### src/rtl/ir_sequencer.sv
// ir_sequencer: table-driven IR loader. Each table entry is pushed to the
// datapath IR with a one-cycle IR_Enable pulse. After a programmable gap the
// selected register is optionally compared against an expected value, and
// the outcome is accumulated into pass/fail statistics.
//
// state   | meaning
// S_IDLE  | parked after reset or abort, waiting for start
// S_LOAD  | table[idx] on IR_In, IR_Enable pulses unless hold is high
// S_WAIT  | count down gap cycles while the datapath executes
// S_CHECK | sample rf_data, update statistics, advance or finish
// S_DONE  | run complete, statistics held until the next start
module ir_sequencer #(
  parameter int DATA_W = 32,
  parameter int DEPTH  = 16,
  parameter int ADDR_W = 4,
  parameter int GAP_W  = 4,
  parameter int REG_W  = 5
) (
  input  logic              Clk,
  input  logic              RESET_n,
  input  logic              prog_we,
  input  logic [ADDR_W-1:0] prog_addr,
  input  logic [DATA_W-1:0] prog_instr,
  input  logic [DATA_W-1:0] prog_expect,
  input  logic              prog_chk,
  input  logic [REG_W-1:0]  prog_reg,
  input  logic              start,
  input  logic              abort,
  input  logic              hold,
  input  logic [ADDR_W:0]   len,
  input  logic [GAP_W-1:0]  gap,
  input  logic [DATA_W-1:0] rf_data,
  output logic [DATA_W-1:0] IR_In,
  output logic              IR_Enable,
  output logic [REG_W-1:0]  chk_reg,
  output logic              busy,
  output logic              done,
  output logic [ADDR_W:0]   pass_cnt,
  output logic [ADDR_W:0]   fail_cnt,
  output logic [ADDR_W-1:0] first_fail,
  output logic              fail_flag
);

  typedef enum logic [2:0] {
    S_IDLE  = 3'd0,
    S_LOAD  = 3'd1,
    S_WAIT  = 3'd2,
    S_CHECK = 3'd3,
    S_DONE  = 3'd4
  } state_t;

  localparam logic [ADDR_W:0]   DEPTH_L  = (ADDR_W+1)'(DEPTH);
  localparam logic [ADDR_W:0]   STAT_ONE = (ADDR_W+1)'(1);
  localparam logic [ADDR_W:0]   STAT_MAX = '1;
  localparam logic [ADDR_W-1:0] IDX_ONE  = ADDR_W'(1);
  localparam logic [GAP_W-1:0]  GAP_ONE  = GAP_W'(1);

  logic [DATA_W-1:0] instr_mem  [DEPTH];
  logic [DATA_W-1:0] expect_mem [DEPTH];
  logic              chk_mem    [DEPTH];
  logic [REG_W-1:0]  regsel_mem [DEPTH];

  state_t            state_q, state_d;
  logic [ADDR_W-1:0] idx_q, idx_d;
  logic [ADDR_W:0]   len_q, len_d;
  logic [GAP_W-1:0]  cnt_q, cnt_d;
  logic [ADDR_W:0]   pass_q, pass_d;
  logic [ADDR_W:0]   fail_q, fail_d;
  logic [ADDR_W-1:0] first_q, first_d;
  logic              flag_q, flag_d;
  logic [DATA_W-1:0] ir_q, ir_d;
  logic [REG_W-1:0]  reg_q, reg_d;
  logic              ir_en;
  logic [ADDR_W:0]   eff_len;

  assign busy    = (state_q == S_LOAD) || (state_q == S_WAIT) || (state_q == S_CHECK);
  assign eff_len = (len < DEPTH_L) ? len : DEPTH_L;

  // Program table: written only while no run is using it; no reset needed.
  always_ff @(posedge Clk) begin
    if (prog_we && !busy && ({1'b0, prog_addr} < DEPTH_L)) begin
      instr_mem[prog_addr]  <= prog_instr;
      expect_mem[prog_addr] <= prog_expect;
      chk_mem[prog_addr]    <= prog_chk;
      regsel_mem[prog_addr] <= prog_reg;
    end
  end

  // Sequencer state and statistics registers.
  always_ff @(posedge Clk or negedge RESET_n) begin
    if (!RESET_n) begin
      state_q <= S_IDLE;
      idx_q   <= '0;
      len_q   <= '0;
      cnt_q   <= '0;
      pass_q  <= '0;
      fail_q  <= '0;
      first_q <= '0;
      flag_q  <= 1'b0;
      ir_q    <= '0;
      reg_q   <= '0;
    end else begin
      state_q <= state_d;
      idx_q   <= idx_d;
      len_q   <= len_d;
      cnt_q   <= cnt_d;
      pass_q  <= pass_d;
      fail_q  <= fail_d;
      first_q <= first_d;
      flag_q  <= flag_d;
      ir_q    <= ir_d;
      reg_q   <= reg_d;
    end
  end

  // Next-state, statistics update and IR strobe.
  always_comb begin
    state_d = state_q;
    idx_d   = idx_q;
    len_d   = len_q;
    cnt_d   = cnt_q;
    pass_d  = pass_q;
    fail_d  = fail_q;
    first_d = first_q;
    flag_d  = flag_q;
    ir_d    = ir_q;
    reg_d   = reg_q;
    ir_en   = 1'b0;
    case (state_q)
      S_IDLE, S_DONE: begin
        if (!abort && start) begin
          idx_d   = '0;
          pass_d  = '0;
          fail_d  = '0;
          first_d = '0;
          flag_d  = 1'b0;
          len_d   = eff_len;
          state_d = (eff_len == '0) ? S_DONE : S_LOAD;
        end
      end
      S_LOAD: begin
        // Shadow copies keep IR_In/chk_reg stable once LOAD is left.
        ir_d  = instr_mem[idx_q];
        reg_d = regsel_mem[idx_q];
        if (abort) begin
          state_d = S_IDLE;
        end else if (!hold) begin
          ir_en = 1'b1;
          if (gap == '0) begin
            state_d = S_CHECK;
          end else begin
            state_d = S_WAIT;
            cnt_d   = gap;
          end
        end
      end
      S_WAIT: begin
        if (abort) begin
          state_d = S_IDLE;
        end else if (cnt_q == GAP_ONE) begin
          state_d = S_CHECK;
        end else begin
          cnt_d = cnt_q - GAP_ONE;
        end
      end
      S_CHECK: begin
        if (abort) begin
          state_d = S_IDLE;
        end else begin
          if (chk_mem[idx_q]) begin
            if (rf_data == expect_mem[idx_q]) begin
              if (pass_q != STAT_MAX) pass_d = pass_q + STAT_ONE;
            end else begin
              if (fail_q != STAT_MAX) fail_d = fail_q + STAT_ONE;
              if (!flag_q) begin
                flag_d  = 1'b1;
                first_d = idx_q;
              end
            end
          end
          if ({1'b0, idx_q} == (len_q - STAT_ONE)) begin
            state_d = S_DONE;
          end else begin
            idx_d   = idx_q + IDX_ONE;
            state_d = S_LOAD;
          end
        end
      end
      default: state_d = S_IDLE;
    endcase
  end

  assign IR_In      = (state_q == S_LOAD) ? instr_mem[idx_q] : ir_q;
  assign chk_reg    = (state_q == S_LOAD) ? regsel_mem[idx_q] : reg_q;
  assign IR_Enable  = ir_en;
  assign done       = (state_q == S_DONE);
  assign pass_cnt   = pass_q;
  assign fail_cnt   = fail_q;
  assign first_fail = first_q;
  assign fail_flag  = flag_q;

endmodule
### config.mk
export PLATFORM = sky130hd
export DESIGN_NAME = ir_sequencer
export DESIGN_NICKNAME = d
export VERILOG_FILES = /design/src/rtl/ir_sequencer.sv
export SDC_FILE = /design/constraint.sdc
export NUM_CORES = 1
export LEC_CHECK = 0
export CORE_MARGIN = 5
export CORE_UTILIZATION = 35
export CTS_CLUSTER_SIZE = 14
export DETAILED_ROUTE_END_ITERATION = 6
export SLEW_MARGIN = 10
export SYNTH_ARGS = -nofsm -noshare
export SYNTH_HDL_FRONTEND = slang
export SYNTH_SLANG_ARGS = --single-unit
### constraint.sdc
create_clock -name Clk -period 8.7 [get_ports Clk]
set_input_delay 0.87 -clock Clk [delete_from_list [all_inputs] [get_ports Clk]]
set_output_delay 0.87 -clock Clk [all_outputs]
set_load 0.02 [all_outputs]
==> impl_results.md <==
* Layout area overhead at 16.7%
* CP Capture Type: output pin
* Syn nets at 2268
* Vias/cell at 5.33
* Slew Limit Fails at 0
* WL/cell at 27.6 um
* Setup bufs post-CTS at 0
* Clk slew on worst S/H paths at 0.06 ns
* Cts bufs inserted at 121
* Final HPWL DP at 62500 um
* # rows at 133
* Worst Reg-to-Reg Cells at 11
* Worst Setup SP: idx_q[0]
* Reg2Reg Launch Point: idx_q[0]
* Adder-Cell Fraction of Synth Area at 0.216%
* Synthesized area at 0.0463 mm^2
* Synth Area in XOR/XNOR at 1.00%
* YS warnings at 0
* Synth Register Bits at 1188
* Crit path DAT at 5.12 ns
* ANT nets after route at 0
* Status: finished clean
* Setup tns final at 0 ns
* Initial DRC Count at 2113
* RSZ-0062 raised after global routing: false
* CP max FO at 43
* Number of global-route vias before repair at 23600
* Die Height at 374 um
* Antenna violations before repair at 10
* I/O Pins at 176
* M3 GR Usage at 2.56%
* First-pass GRT wire length at 170000 um
* Maximum vdd ir drop at 0.184 mV
* Simple-Gate Fraction of Synth Area at 2.40%
* Final core utilization at 41.1%
* Core Area at 0.131 mm^2
* Synthesized instance count at 2139
* Yosys cell types at 68
* Leak at 16.6 nW
* Yosys top cell by area: edfxtp_1
* Clock Latency Late Sink at 0.73 ns
* Mapped Avg Cell Area at 21.6 um^2
* Met1 usage in global routing at 22.6%
* Period utilisation layout at 68.8%
* Die ar. at 0.140 mm^2
* CP required at 7.83 ns
* Worst slew margin at 18.4%
* GRT Resource Usage Total at 16.6%
* Max cap viols at 0
* Measured slew at the worst slew-check pin at 1.22 ns
* Mux contribution to synthesized area at 16.3%
* Busiest grt layer: met2
* Final Hold Fails at 0
* Nature of the critical path startpoint: register
* Die X at 374 um
* Skew final at 0.0257 ns
* CTS resizes at 0
* Synth area leaders: edfxtp_1, mux4_2, dfrtp_1
* Final nets at 2511
* CTS tree: done
* Gr ovfl total at 0
* Main synth FF type: edfxtp_1
* Vias at 22600
* Met2 Usage GRT at 27.9%
* Cell with the most instances after synthesis: edfxtp_1
* Seq/Total Area, Yosys at 76.3%
* Tmin final at 5.99 ns
* FFs w/ async S/R, synth at 5.72%
* Hold buffer count at CTS at 0
* Synth Area in Compound Gates at 2.42%
* # clock sinks at 1188
* Routability cong. at 0.752
* WL final at 117000 um
* Share of layout cells above drive strength 1 at 22.9%
* Main combinational cell family by area after synthesis: multiplexers
* Hold slack at 0.112 ns
* Largest net degree at the start of global routing at 148
* Final setup violating endpoints at 0
* Pre-antenna DRT Iters at 6
* Top-area cell type share of the netlist area at 72.6%
* CP Class: reg -> out
* Fmax at 0.167 GHz
* CTS Root Cell: clkbuf_16
* Remaining DRCs at 0
* H-tree depth at 3
* Synth cell count leaders: edfxtp_1, mux4_2, mux2i_1, dfrtp_1, nor2_1
* Pwr dens at 252 mW/mm^2
* Post-synth EDFFs at 1120
* Tightest Hold Check Type: in -> async
* I/O Buffers at 175
* Initial Util at 35.2%
* CTS max path bufs at 3
==> logic make-up (layout without fill, tap and decap cells) <==
| kind of cell | Yosys count | in the layout |
|---|---|---|
| simple gates | 210 | 210 |
| buf+inv | 114 | 464 |
| xor+xnor | 53 | 53 |
| other cells | 0 | 3 |
| flops | 1188 | 1188 |
| mux | 406 | 406 |
| fa+ha+maj | 8 | 8 |
| compound gates | 160 | 160 |
==> registers in the layout, indices dropped and copies added (netlist names) <==
name and flops:
first_fail 4, fail_flag 1, chk_mem 16, idx_q 4, ir_q 32, cnt_q 4, len_q 5, fail_cnt 5
instr_mem 512, state_q 3, reg_q 5, regsel_mem 80, expect_mem 512, pass_cnt 5
==> per-stage QoR <==
step	setup slack, ns	cell area (um^2)	instances	power [mW]
global route	2.27	54000	4245	14.1
CTS	2.50	54000	4244	13.8
floorplan	1.87	46300	2139	7.94
finish	2.71	54000	4247	13.6
global placement	3.32	50200	4014	8.74
detailed placement	3.31	50200	4014	8.78
==> critical path, stage by stage, from the launching register on <==
cell and delay (ns):
dfrtp_4 0.78, buf_4 0.68, buf_4 0.79, mux4_2 0.62, mux4_2 0.53, mux2_2 0.30
clkdlybuf4s50_1 0.55
==> path summary, 6_finish.rpt <==
check,to,slack [ns]
max,IR_In[22],2.71
min,reg_q[1],0.11
max reg2reg,pass_cnt[2],3.45
min reg2reg,reg_q[1],0.50
max in group asynchronous,ir_q[19],7.47
min in group Clk,reg_q[1],0.50
==> metal layers <==
| metal | vias to the layer above | wire, um |
|---|---|---|
| li1 | 9475 | - |
| met1 | 12200 | 49500 |
| met2 | 749 | 58500 |
| met3 | 159 | 6730 |
| met4 | 4 | 2510 |
| met5 | - | 27 |
==> power breakdown <==
group	internal, mW	total (mW)	leakage [nW]	switching, mW
clock network	2.82	4.97	1.87	2.15
registers	6.50	6.60	10.9	0.101
logic	0.940	2.02	3.77	1.08
==> layout make-up <==
cell class,instances,area (um^2)
fillers,11400,77400
flip-flops and latches,1188,35300
multi-input cells,837,10500
clock buffers,163,3280
well taps,1755,2200
repair buffers,224,2150
clock inverters,67,531
inverters,10,40.0
diodes,3,7.51
==> layout by cell type (no fill, tap or decap), types with 12 or more instances in the layout <==
master	netlist	final
edfxtp_1	1120	1120
o21ai_0	37	37
clkinv_1	1	22
nor2_1	53	40
nand2_1	39	39
clkinv_2	0	25
clkbuf_16	0	122
mux2i_1	90	90
clkbuf_1	50	34
nand2b_1	15	15
a22oi_1	27	27
clkdlybuf4s50_1	0	174
nor2_4	0	12
dfrtp_1	68	64
xnor2_1	34	34
and3_1	14	14
a21oi_1	21	21
buf_4	15	47
mux2_2	40	40
nand3_1	15	15
xor2_1	19	19
mux4_2	276	276
Note: power is estimated with default switching activity, not from simulation.
